## src/rtl/uart_pkg.sv

```systemverilog
// Shared UART definitions: FSM state encoding, oversampling constants, width helper.
package uart_pkg;

    typedef enum logic [1:0] {
        IDLE  = 2'd0,
        START = 2'd1,
        DATA  = 2'd2,
        STOP  = 2'd3
    } uart_state_e;

    localparam int unsigned OVERSAMPLE = 16;
    localparam int unsigned MID_TICK   = 7;

    // Number of bits needed to hold values 0..max_val (at least one bit).
    function automatic int unsigned cnt_width(input int unsigned max_val);
        return (max_val < 2) ? 1 : $clog2(max_val + 1);
    endfunction

endpackage

```

## src/rtl/uart_sync_2ff.sv

```systemverilog
// Two-flop synchroniser for an asynchronous single-bit input, with a configurable reset value.
module uart_sync_2ff #(
    parameter logic RESET_VAL = 1'b1
) (
    input  logic clk_i,
    input  logic reset_i,
    input  logic async_i,
    output logic sync_o
);

    logic meta;

    // Two-stage capture of the asynchronous input.
    always_ff @(posedge clk_i) begin
        if (reset_i) begin
            meta   <= RESET_VAL;
            sync_o <= RESET_VAL;
        end else begin
            meta   <= async_i;
            sync_o <= meta;
        end
    end

endmodule

```

## src/rtl/uart_rx_fsm.sv

```systemverilog
// UART receiver: 16x oversampled, LSB-first frame with start-bit validation and framing-error flag.
module uart_rx_fsm
    import uart_pkg::*;
#(
    parameter int unsigned D_BITS  = 8,
    parameter int unsigned SB_TICK = 16
) (
    input  logic              clk_i,
    input  logic              reset_i,
    input  logic              s_tick_i,
    input  logic              rx_data_i,
    output logic [D_BITS-1:0] rx_data_o,
    output logic              rx_done_o,
    output logic              frame_err_o
);

    localparam int unsigned TICK_MAX = (SB_TICK > OVERSAMPLE) ? SB_TICK : OVERSAMPLE;
    localparam int unsigned TICK_W   = cnt_width(TICK_MAX - 1);
    localparam int unsigned BIT_W    = cnt_width(D_BITS - 1);

    localparam logic [TICK_W-1:0] TICK_MID  = TICK_W'(MID_TICK);
    localparam logic [TICK_W-1:0] TICK_BIT  = TICK_W'(OVERSAMPLE - 1);
    localparam logic [TICK_W-1:0] TICK_STOP = TICK_W'(SB_TICK - 1);
    localparam logic [BIT_W-1:0]  BIT_LAST  = BIT_W'(D_BITS - 1);

    uart_state_e        state;
    logic [TICK_W-1:0]  tick_cnt;
    logic [BIT_W-1:0]   bit_cnt;
    logic [D_BITS-1:0]  shift_reg;
    logic               rx_s;
    logic               rx_prev;

    uart_sync_2ff #(
        .RESET_VAL (1'b1)
    ) u_sync (
        .clk_i   (clk_i),
        .reset_i (reset_i),
        .async_i (rx_data_i),
        .sync_o  (rx_s)
    );

    // Previous synchronised level, used to detect the start-bit falling edge.
    always_ff @(posedge clk_i) begin
        if (reset_i) begin
            rx_prev <= 1'b1;
        end else begin
            rx_prev <= rx_s;
        end
    end

    // Receive FSM: start validation at mid-bit, mid-bit data sampling, stop check, registered strobes.
    always_ff @(posedge clk_i) begin
        if (reset_i) begin
            state       <= IDLE;
            tick_cnt    <= '0;
            bit_cnt     <= '0;
            shift_reg   <= '0;
            rx_data_o   <= '0;
            rx_done_o   <= 1'b0;
            frame_err_o <= 1'b0;
        end else begin
            rx_done_o   <= 1'b0;
            frame_err_o <= 1'b0;
            case (state)
                IDLE: begin
                    // Only a high-to-low transition starts a frame; a held-low line is ignored.
                    if (rx_prev && !rx_s) begin
                        state    <= START;
                        tick_cnt <= '0;
                    end
                end
                START: begin
                    if (s_tick_i) begin
                        if (tick_cnt == TICK_MID) begin
                            if (!rx_s) begin
                                state    <= DATA;
                                tick_cnt <= '0;
                                bit_cnt  <= '0;
                            end else begin
                                state <= IDLE;
                            end
                        end else begin
                            tick_cnt <= tick_cnt + TICK_W'(1);
                        end
                    end
                end
                DATA: begin
                    if (s_tick_i) begin
                        if (tick_cnt == TICK_BIT) begin
                            tick_cnt  <= '0;
                            shift_reg <= {rx_s, shift_reg[D_BITS-1:1]};
                            if (bit_cnt == BIT_LAST) begin
                                state <= STOP;
                            end else begin
                                bit_cnt <= bit_cnt + BIT_W'(1);
                            end
                        end else begin
                            tick_cnt <= tick_cnt + TICK_W'(1);
                        end
                    end
                end
                STOP: begin
                    if (s_tick_i) begin
                        if (tick_cnt == TICK_STOP) begin
                            state <= IDLE;
                            if (rx_s) begin
                                rx_data_o <= shift_reg;
                                rx_done_o <= 1'b1;
                            end else begin
                                frame_err_o <= 1'b1;
                            end
                        end else begin
                            tick_cnt <= tick_cnt + TICK_W'(1);
                        end
                    end
                end
                default: begin
                    state <= IDLE;
                end
            endcase
        end
    end

endmodule

```

## config.mk

```make
export PLATFORM = sky130hd
export DESIGN_NAME = uart_rx_fsm
export DESIGN_NICKNAME = d
export VERILOG_FILES = /design/src/rtl/uart_pkg.sv /design/src/rtl/uart_sync_2ff.sv /design/src/rtl/uart_rx_fsm.sv
export SDC_FILE = /design/constraint.sdc
export NUM_CORES = 1
export LEC_CHECK = 0
export CAP_MARGIN = 20
export CORE_MARGIN = 2
export CORE_UTILIZATION = 55
export CTS_CLUSTER_DIAMETER = 120
export CTS_CLUSTER_SIZE = 12
export DETAILED_ROUTE_END_ITERATION = 7
export GPL_TIMING_DRIVEN = 0
export HOLD_SLACK_MARGIN = 0.03
export PLACE_DENSITY_LB_ADDON = 0.08
export SLEW_MARGIN = 40
export SYNTH_ARGS = -nofsm -noshare
export SYNTH_HDL_FRONTEND = slang
export SYNTH_SLANG_ARGS = --single-unit
```

## constraint.sdc

```tcl
create_clock -name clk_i -period 3.4 [get_ports clk_i]
set_input_delay 0.51 -clock clk_i [delete_from_list [all_inputs] [get_ports clk_i]]
set_output_delay 0.51 -clock clk_i [all_outputs]
set_load 0.005 [all_outputs]
```

Word-level counts from Yosys, hierarchy flattened. Cells that the tools add are included.

Register bits: 30. Output and inout bits: 10.

$add $sub $neg: 2. Eq/ne operators: 18. Mux-type cells: 28. Bitwise logic cells: 3. Reductions and logical operators: 10.

Operator list (number): two-way mux 4 bit (8); inequality test 2 bit (second input constant) (11); two-way mux 2 bit (9); two-way mux 3 bit (6); case mux 4 bit (4 select lines) (1); case mux 2 bit (4 select lines) (1); AND reduction 8 bit (1); AND reduction 7 bit (1); case mux 3 bit (2 select lines) (1); AND reduction 6 bit (1); adder 4 x 1 -> 4 bit (second input constant) (1); == test 2 bit (second input constant) (2); == test 4 x 3 -> 1 bit (second input constant) (1); == test 4 bit (second input constant) (1); AND reduction 4 bit (1); OR reduction 4 bit (1); adder 3 x 1 -> 3 bit (second input constant) (1); == test 3 bit (second input constant) (1); inequality test 3 bit (second input constant) (1); NOT 1 bit (3); AND reduction 3 bit (1); == test 2 x 1 -> 1 bit (second input constant) (1); logical NOT 2 bit (1); two-way mux 1 bit (2); 3 further kinds (3).

Depth between registers and ports, before layout. Gate-level depths: netlist of the first run.

Depth after elaboration: 5. Depth in mapped cells: 6.

Hierarchy. A second synthesis of the first run with hierarchy kept.

Cell total of the unflattened synthesis: 133. Area total of the unflattened synthesis: 1296.2 um2.

Modules (own cells, without submodules): uart_rx_fsm (instances 1, cells each 129, area an instance 1243.7 um2); uart_sync_2ff (instances 1, cells each 4, area an instance 52.6 um2).

Worst setup path before layout of the first run. No wires, ideal clock.

Kind: reg2reg. From: register bit_cnt[0]. To: register bit_cnt[1]. Arrival time: 1546 ps. Data required time: 3329 ps. Slack: 1784 ps. Stages on the path, launching flop included: 7. Path buffers: 0. Period minus slack after synthesis: 1616 ps. Cells stage by stage: dfxtp_1 ha_1 ha_1 nor3b_1 o21ai_1 or4b_1 a21oi_1.

Cells in the longest elaborated chain, start to end: 5.

Ends and longest elaborated chain: from (decl) (line uart_rx_fsm.sv:28) `logic [BIT_W-1:0] bit_cnt;`; from (signal assigned) (line uart_rx_fsm.sv:95) `bit_cnt <= bit_cnt + BIT_W'(1);`; adder 3 x 1 -> 3 bit (line uart_rx_fsm.sv:95); two-way mux 3 bit (line uart_rx_fsm.sv:92) `if (bit_cnt == BIT_LAST) begin`; two-way mux 3 bit (line uart_rx_fsm.sv:89) `if (tick_cnt == TICK_BIT) begin`; two-way mux 3 bit (line uart_rx_fsm.sv:88) `if (s_tick_i) begin`; case mux 3 bit (2 select lines) (line uart_rx_fsm.sv:64) `case (state)`.

Several ways; a longest one is shown, not always the timed one. The select of a mux whose other input is x is not followed. A chain may end at the register's enable or synchronous reset.

Worst setup path after layout of the first run.
From: input port s_tick_i. To: register rx_data_o[2].

Cells in the longest elaborated chain, start to end: 1.

Ends and longest elaborated chain: from (decl) (line uart_rx_fsm.sv:10) `input logic s_tick_i,`; AND reduction 4 bit (no source line); to (signal assigned) (line uart_rx_fsm.sv:107) `rx_data_o <= shift_reg;`; to (decl) (line uart_rx_fsm.sv:12) `output logic [D_BITS-1:0] rx_data_o,`.

Every way passes these cells.

==> results of run 1 <==
[power breakdown]
part	switching (mW)	internal (mW)
logic	0.0183	0.0123
registers	0.00194	0.354
clock network	0.117	0.171
total	0.137	0.538
[logic make-up after synthesis]
family | Yosys count | share of synthesized area (%)
adders and majority gates | 3 | 2.90
AOI/OAI and AO/OA | 22 | 10.1
muxes | 18 | 13.9
and+or+nand+nor | 47 | 20.1
buffers and inverters | 10 | 5.22
xor gates and xnor gates | 2 | 1.35
DFF | 30 | 46.4
[path summary, 6_finish.rpt]
| path | endpoint | slack [ns] | depth (start not counted) |
|---|---|---|---|
| worst max-delay path | rx_data_o[2]$_SDFFE_PP0P_ | 1.57 | 6 |
| worst min-delay path | u_sync.sync_o$_SDFF_PP1_ | 0.41 | 1 |
| worst max register to register | bit_cnt[2]$_SDFFE_PP0P_ | 1.61 | 6 |
| worst min register to register | u_sync.sync_o$_SDFF_PP1_ | 0.41 | 1 |
[metal layers]
| layer | vias up | GRT usage [%] |
|---|---|---|
| li1 | 496 | - |
| met1 | 448 | 26.0 |
| met5 | - | 0 |
| met4 | 0 | 8.97 |
| met2 | 17 | 31.7 |
| met3 | 7 | 9.43 |
[layout make-up]
class	count	area share (%)
tap	28	2.27
sequential	30	39.0
clock buffer	6	3.33
timing repair buffer	13	8.44
clock inverter	1	1.95
inverter	3	0.731
multi-input combinational	92	40.7
buffer	7	3.65
[synthesized netlist by cell type, types with 2 or more instances]
cell type  count  area share, %
a211oi_1       2            1.2
a21oi_1        8            3.1
and2_1         2           0.97
buf_6          4            3.5
clkbuf_1       3           0.87
dfxtp_1       30             46
ha_1           3            2.9
inv_1          2           0.58
mux2i_1       18             14
nand2_1        3           0.87
nand3_1        3            1.2
nor2_1        19            5.5
nor3b_1        3            1.7
o21ai_0        5            1.9
o21ai_1        2           0.77
or2_2          4            1.9
or4_1          2            1.2
or4b_1         2            1.5
xnor2_1        2            1.4
[metrics by stage]
| step | util, % | total power [mW] | hold WS [ns] | cell area (sq um) | worst slack, ns |
|---|---|---|---|---|---|
| 3_3_place_gp | 66.0 | 0.395 | 0.392 | 1460 | 1.25 |
| 5_1_grt | 69.7 | 0.702 | 0.444 | 1540 | 1.45 |
| 6_report | 69.7 | 0.675 | 0.412 | 1540 | 1.57 |
| 3_5_place_dp | 66.0 | 0.395 | 0.393 | 1460 | 1.22 |
| 2_1_floorplan | - | 0.385 | 0.389 | 1290 | 1.78 |
| 4_1_cts | 69.7 | 0.679 | 0.414 | 1540 | 1.57 |
==> impl_metrics.env, run 1 <==
export IMPL_ir_worst_vdd_uv=359
export IMPL_worst_pin_slew_ns=0.528
export IMPL_grt_pass1_vias=922
export IMPL_initial_core_util_pct=58.5
export IMPL_min_period_ns=1.83
export IMPL_drt_iter0_drc=15
export IMPL_globalplace_congestion=0.905
export IMPL_final_common_cell="dfxtp_1"
export IMPL_p_per_area_mw_per_mm2=438
export IMPL_grt_overflow_total=0
export IMPL_synth_warning_count=0
export IMPL_final_setup_tns_ns=0
export IMPL_critPathBufInv=2
export IMPL_cp_cell_sequence="clkdlybuf4s50_1 -> nand3_1 -> or4_1 -> buf_6 -> mux2i_1 -> nor2_1"
export IMPL_seq_area_frac_synth_pct=46.4
export IMPL_htree_levels=2
export IMPL_setup_viol=0
export IMPL_max_freq_ghz=0.546
export IMPL_num_fill_cells=181
export IMPL_area_growth_pct=19.0
export IMPL_port_buffers=13
export IMPL_coreArea_sq_mm=0.00221
export IMPL_postRouteAntennaNets=0
export IMPL_wl_met3_um=98
export IMPL_cp_end_kind="register"
export IMPL_min_path_type="register to register"
export IMPL_routed_wl_mm=2.26
export IMPL_synth_avg_cell_area_sq_um=9.81
export IMPL_worst_clock_skew_ns=0.00571
export IMPL_hold_buffers=0
export IMPL_min_from="u_sync.meta$_SDFF_PP1_"
export IMPL_worstSetupStartpointType="primary input"
export IMPL_ys_async_sr_fraction_pct=0
export IMPL_mostFrequentLayoutCells="dfxtp_1, nor2_1, mux2i_1"
export IMPL_cts_num_sinks=30
export IMPL_cts_resized=0
export IMPL_slew_headroom_pct=64.7
export IMPL_critPathKind="primary input to register"
export IMPL_maxSlewViolCount=0
export IMPL_path_max_fanout=9
export IMPL_grt_total_usage_pct=21.1
export IMPL_grt_pass1_wl_mm=4.07
export IMPL_numCtsBuffers=5
export IMPL_dieArea_sq_mm=0.00276
export IMPL_synth_seq_cells=30
export IMPL_slowest_delay_ns=0.52
export IMPL_grt_max_degree=11
export IMPL_wl_met2_mm=1.04
export IMPL_insertion_delay_ns=0.33
export IMPL_synth_edf_count=0
export IMPL_multi_input_area_sq_um=627
export IMPL_avgViaCountPerCell=5.38
export IMPL_drive_above_1_share_pct=12.5
export IMPL_clockBufferDepth=2
export IMPL_worstSetupStartpoint="s_tick_i"
export IMPL_r2r_start="bit_cnt[0]$_SDFFE_PP0P_"
export IMPL_met1_length_mm=1.08
export IMPL_seqCellArea_sq_um=601
export IMPL_fin_crit_sh_pct=53.8
export IMPL_postSynthCellCount=132
export IMPL_cp_required_ns=3.60
export IMPL_die_h_um=52.5
export IMPL_place_inst=173
export IMPL_synth_cell_type_count=34
export IMPL_final_cells=180
export IMPL_top_layer_used="met4"
export IMPL_first_pass_iters=4
export IMPL_diodes=0
export IMPL_cts_tree="built"
export IMPL_synthesis_area_sq_mm=0.00129
export IMPL_rows=17
export IMPL_critical_path_top_delay_family="buffers and inverters"
export IMPL_pin_count=14
export IMPL_syn_num_nets=139
export IMPL_synthFlopType="dfxtp_1"
export IMPL_cap_viol_max_count=0
export IMPL_clkTransAtPathRegs_ns=0.08
export IMPL_vias=968
export IMPL_detail_route_wl_per_cell_um=12.6
export IMPL_timing_final_hold_violations=0
export IMPL_hpwlAfterDp_mm=1.65
export IMPL_crit_arrival_ns=2.03
export IMPL_cts_root_buf="clkbuf_4"
export IMPL_slowest_stage="clkdlybuf4s50_1"
export IMPL_cts_post_setup_buffers_inserted=0
export IMPL_post_route_drc_count=0
export IMPL_fin_nets=159
export IMPL_antenna_found_initial=0
export IMPL_dieWidth_um=52.5
export IMPL_rsz0062_at_grt="false"
export IMPL_leakage_nw=0.601
export IMPL_status="finished clean"
No activity file was read; power rests on OpenSTA's default activity.
==> run 2, diff against run 1 <==
--- a/config.mk
+++ b/config.mk
@@ -7,7 +7,7 @@
 export LEC_CHECK = 0
 export CAP_MARGIN = 20
 export CORE_MARGIN = 2
-export CORE_UTILIZATION = 55
+export CORE_UTILIZATION = 54
 export CTS_CLUSTER_DIAMETER = 120
 export CTS_CLUSTER_SIZE = 12
 export DETAILED_ROUTE_END_ITERATION = 7
==> constraint.sdc (replaced) <==
create_clock -name clk_i -period 1.9 [get_ports clk_i]
set_input_delay 0.285 -clock clk_i [delete_from_list [all_inputs] [get_ports clk_i]]
set_output_delay 0.285 -clock clk_i [all_outputs]
set_load 0.005 [all_outputs]
==> impl_metrics.env, run 2 (synthesis results as in run 1) <==
export IMPL_insertion_delay_ns=0.32
export IMPL_clockBufferDepth=2
export IMPL_antenna_found_initial=0
export IMPL_min_to="u_sync.sync_o$_SDFF_PP1_"
export IMPL_worstSetupStartpointType="register"
export IMPL_dieWidth_um=53.0
export IMPL_avgViaCountPerCell=5.43
export IMPL_postRouteAntennaNets=0
export IMPL_numCtsBuffers=5
export IMPL_setup_viol=0
export IMPL_grt_total_usage_pct=19.7
export IMPL_hold_buffers=0
export IMPL_worstSetupStartpoint="bit_cnt[0]$_SDFFE_PP0P_"
export IMPL_final_setup_tns_ns=0
export IMPL_fin_crit_sh_pct=91.4
export IMPL_grt_pass1_vias=872
export IMPL_p_per_area_mw_per_mm2=682
export IMPL_cts_post_setup_buffers_inserted=0
export IMPL_min_period_ns=1.74
export IMPL_coreArea_sq_mm=0.00223
export IMPL_rows=17
export IMPL_mostFrequentLayoutCells="dfxtp_1, nor2_1, mux2i_1"
export IMPL_grt_overflow_total=0
export IMPL_die_h_um=53.0
export IMPL_p_sw_share_pct=23.7
export IMPL_routed_wl_mm=2.23
export IMPL_crit_arrival_ns=1.99
export IMPL_worst_pin_slew_ns=0.529
export IMPL_min_from="u_sync.meta$_SDFF_PP1_"
export IMPL_leakage_nw=0.592
export IMPL_clkTransAtPathRegs_ns=0.09
export IMPL_initial_core_util_pct=58.0
export IMPL_first_pass_iters=4
export IMPL_r2r_slack_ns=0.16
export IMPL_dpl_worst_slack_ns=-0.0457
export IMPL_critPathKind="register to register"
export IMPL_intPower_mw=0.789
export IMPL_cts_root_buf="clkbuf_4"
export IMPL_path_max_fanout=6
export IMPL_htree_levels=2
export IMPL_pin_count=14
export IMPL_status="finished clean"
export IMPL_rr_worst_depth=6
export IMPL_globalplace_congestion=0.915
export IMPL_detail_route_wl_per_cell_um=12.4
export IMPL_ir_worst_vdd_uv=513
export IMPL_r2r_end="bit_cnt[1]$_SDFFE_PP0P_"
export IMPL_num_fill_cells=186
export IMPL_rsz0062_at_grt="false"
export IMPL_hpwlAfterDp_mm=1.64
export IMPL_drt_iter0_drc=15
export IMPL_comb_power_share_pct=5.4
export IMPL_drive_above_1_share_pct=13.8
export IMPL_holdPathStages=1
export IMPL_max_freq_ghz=0.576
export IMPL_area_growth_pct=17.1
export IMPL_maxSlewViolCount=0
export IMPL_clockPowerShare_pct=32.9
export IMPL_cp_required_ns=2.16
export IMPL_fin_nets=159
export IMPL_cts_num_sinks=30
export IMPL_dieArea_sq_mm=0.00281
export IMPL_cap_viol_max_count=0
export IMPL_utilization_pct=67.9
export IMPL_grt_pass1_wl_mm=3.86
export IMPL_cts_tree="built"
export IMPL_timing_final_hold_violations=0
export IMPL_grt_max_degree=11
export IMPL_worst_clock_skew_ns=0.00736
export IMPL_cts_resized=0
export IMPL_cp_end_kind="register"
export IMPL_seqPwrFrac_pct=61.7
export IMPL_r2r_start="bit_cnt[0]$_SDFFE_PP0P_"
export IMPL_final_common_cell="dfxtp_1"
export IMPL_min_path_type="register to register"
export IMPL_switchingPower_mw=0.245
export IMPL_diodes=0
export IMPL_slew_headroom_pct=64.6
export IMPL_post_route_drc_count=0
export IMPL_finalPower_mw=1.03
export IMPL_port_buffers=13
export IMPL_vias=978
export IMPL_setup_slack_ns=0.164
-- run 2: power groups by stage --
stage	logic [mW]	clock network, mW	registers [mW]
after floorplan	0.0373	0	0.652
after global placement	0.0544	0	0.652
after detailed placement	0.0548	0	0.652
after CTS	0.0549	0.352	0.638
after global routing	0.0618	0.375	0.639
final	0.0557	0.341	0.638
-- run 2: area by class of cell --
cell class                      count  area, sq um  share of cell area (%)
Buffer                              7         56.3                    3.71
Clock buffer                        5         37.5                    2.48
Clock inverter                      2         10.0                   0.660
Inverter                            3         11.3                   0.743
Multi-Input combinational cell     92          636                    41.9
Sequential cell                    30          601                    39.6
Tap cell                           28         35.0                    2.31
Timing Repair Buffer               13          130                    8.58
-- run 2: critical path, cell delays in order, from the launching register on --
cell	delay, ns
dfxtp_1	0.33
ha_1	0.20
ha_1	0.21
nor3b_2	0.19
o21ai_2	0.12
or4b_1	0.48
a21oi_1	0.16
-- run 2: stage by stage --
stage	cells	hold WS, ns	cell area, sq um
floorplan	132	0.389	1290
global placement	173	0.391	1460
detailed placement	173	0.397	1460
CTS	180	0.417	1510
global route	180	0.434	1520
finish	180	0.414	1520
-- run 2: routing by layer --
layer,wire (um),vias up,GRT usage (%)
met5,0,-,0
met4,52,0,10.3
met3,85,8,6.78
met2,961,14,27.9
met1,1130,453,26.2
li1,-,503,-
-- run 2: worst max path at each step --
stage                                      to  slack, ns  cells after the start
finish                bit_cnt[1]$_SDFFE_PP0P_       0.16                      6
global route        rx_data_o[4]$_SDFFE_PP0P_      0.009                      6
CTS                   bit_cnt[2]$_SDFFE_PP0P_       0.10                      6
detailed placement  rx_data_o[2]$_SDFFE_PP0P_      -0.05                      6
global placement    rx_data_o[5]$_SDFFE_PP0P_      -0.02                      6
floorplan             bit_cnt[1]$_SDFFE_PP0P_       0.28                      6
==> run 3, diff against run 2 <==
--- a/config.mk
+++ b/config.mk
@@ -6,8 +6,10 @@
 export NUM_CORES = 1
 export LEC_CHECK = 0
 export CAP_MARGIN = 20
+export CELL_PAD_IN_SITES_DETAIL_PLACEMENT = 0
+export CELL_PAD_IN_SITES_GLOBAL_PLACEMENT = 1
 export CORE_MARGIN = 2
-export CORE_UTILIZATION = 54
+export CORE_UTILIZATION = 42
 export CTS_CLUSTER_DIAMETER = 120
 export CTS_CLUSTER_SIZE = 12
 export DETAILED_ROUTE_END_ITERATION = 7
==> impl_metrics.env, run 3 (synthesis results as in run 1) <==
export IMPL_clockBufferDepth=2
export IMPL_cts_tree="built"
export IMPL_wl_met3_um=90
export IMPL_cts_resized=0
export IMPL_numCtsBuffers=5
export IMPL_grt_pass1_wl_mm=4.20
export IMPL_diodes=0
export IMPL_first_pass_iters=4
export IMPL_grt_pass1_vias=916
export IMPL_fin_crit_sh_pct=92.7
export IMPL_grt_overflow_total=0
export IMPL_insertion_delay_ns=0.34
export IMPL_detail_route_wl_per_cell_um=13.0
export IMPL_worstSetupStartpointType="register"
export IMPL_r2r_start="tick_cnt[0]$_SDFFE_PP0P_"
export IMPL_leakage_nw=0.620
export IMPL_area_growth_pct=22.5
export IMPL_grt_total_usage_pct=16.5
export IMPL_top_layer_used="met4"
export IMPL_hpwlAfterDp_mm=1.67
export IMPL_mostFrequentLayoutCells="dfxtp_1, nor2_1, mux2i_1"
export IMPL_utilization_pct=52.8
export IMPL_avgViaCountPerCell=5.18
export IMPL_clkTransAtPathRegs_ns=0.10
export IMPL_cts_post_setup_buffers_inserted=0
export IMPL_rows=20
export IMPL_finalPower_mw=1.38
export IMPL_met1_length_mm=1.28
export IMPL_min_path_type="register to register"
export IMPL_pin_count=14
export IMPL_final_common_cell="dfxtp_1"
export IMPL_port_buffers=13
export IMPL_htree_levels=2
export IMPL_globalplace_congestion=0.738
export IMPL_setup_slack_ns=0.138
export IMPL_slew_headroom_pct=65.4
export IMPL_coreArea_sq_mm=0.00300
export IMPL_min_period_ns=1.76
export IMPL_postRouteAntennaNets=0
export IMPL_critPathKind="register to register"
export IMPL_path_max_fanout=9
export IMPL_dpl_worst_slack_ns=-0.0458
export IMPL_p_per_area_mw_per_mm2=867
export IMPL_routed_wl_mm=2.42
export IMPL_maxSlewViolCount=0
export IMPL_rsz0062_at_grt="false"
export IMPL_min_to="u_sync.sync_o$_SDFF_PP1_"
export IMPL_dieWidth_um=59.5
export IMPL_rr_worst_depth=6
export IMPL_holdPathStages=1
export IMPL_fin_nets=159
export IMPL_setup_viol=0
export IMPL_status="finished clean"
export IMPL_vias=963
export IMPL_worstSetupStartpoint="tick_cnt[0]$_SDFFE_PP0P_"
export IMPL_timing_final_hold_violations=0
export IMPL_worst_pin_slew_ns=0.517
export IMPL_worst_clock_skew_ns=0.0103
export IMPL_hold_buffers=0
export IMPL_ir_worst_vdd_uv=480
export IMPL_cap_viol_max_count=0
export IMPL_die_h_um=59.5
export IMPL_wl_met2_um=999
export IMPL_cts_root_buf="clkbuf_4"
export IMPL_cp_end_kind="register"
export IMPL_antenna_found_initial=0
export IMPL_r2r_slack_ns=0.14
export IMPL_cp_required_ns=2.11
export IMPL_grt_max_degree=11
export IMPL_r2r_end="rx_data_o[1]$_SDFFE_PP0P_"
export IMPL_dieArea_sq_mm=0.00354
export IMPL_drive_above_1_share_pct=14.4
export IMPL_crit_arrival_ns=1.97
export IMPL_initial_core_util_pct=43.1
export IMPL_drt_iter0_drc=26
export IMPL_post_route_drc_count=0
export IMPL_max_freq_ghz=0.568
export IMPL_min_from="u_sync.meta$_SDFF_PP1_"
export IMPL_cts_num_sinks=30
==> run 3: changes by cell type in the layout (fill, tap and decap cells not counted) <==
cell / before / now
clkbuf_8: 0 / 1
clkinv_2: 2 / 0
bufinv_16: 0 / 2
==> run 3: final cells by class <==
cell class | count | area [sq um]
Multi-Input combinational cell | 92 | 636
Buffer | 7 | 56.3
Clock inverter | 2 | 60.1
Timing Repair Buffer | 13 | 130
Fill cell | 287 | 1420
Clock buffer | 6 | 51.3
Tap cell | 33 | 41.3
Inverter | 3 | 11.3
Sequential cell | 30 | 601
==> run 3: how the worst max path moves through the flow <==
stage | cells after the start | slack [ns] | end
2_1_floorplan | 6 | 0.28 | bit_cnt[1]$_SDFFE_PP0P_
3_3_place_gp | 6 | -0.04 | rx_data_o[2]$_SDFFE_PP0P_
3_5_place_dp | 6 | -0.05 | rx_data_o[2]$_SDFFE_PP0P_
4_1_cts | 6 | 0.10 | bit_cnt[2]$_SDFFE_PP0P_
5_1_grt | 6 | 0.03 | rx_data_o[6]$_SDFFE_PP0P_
6_report | 6 | 0.14 | rx_data_o[1]$_SDFFE_PP0P_
==> run 3: per-stage QoR <==
step	cell area (sq um)	TNS (ns)	hold slack [ns]	instances
2_1_floorplan	1290	0	0.389	132
3_3_place_gp	1470	-0.315	0.394	178
3_5_place_dp	1470	-0.331	0.396	178
4_1_cts	1580	0	0.419	186
5_1_grt	1590	0	0.435	186
6_report	1590	0	0.415	186
==> run 3: layer usage <==
metal / track usage (%) / vias up
li1: - / 499
met1: 22.5 / 444
met2: 22.8 / 15
met3: 4.59 / 5
met4: 10.5 / 0
met5: 0 / -
==> run 3: where the power goes <==
group | switching [mW] | internal [mW]
Combinational | 0.0344 | 0.0221
Sequential | 0.00377 | 0.634
Clock | 0.236 | 0.446
Total | 0.274 | 1.10
==> run 3: worst max-delay path, stage by stage, from the launching register on <==
cell and delay (ns):
dfxtp_1 0.40, ha_1 0.24, nand2_2 0.11, or4_1 0.50, buf_6 0.17, mux2i_1 0.16
nor2_1 0.06
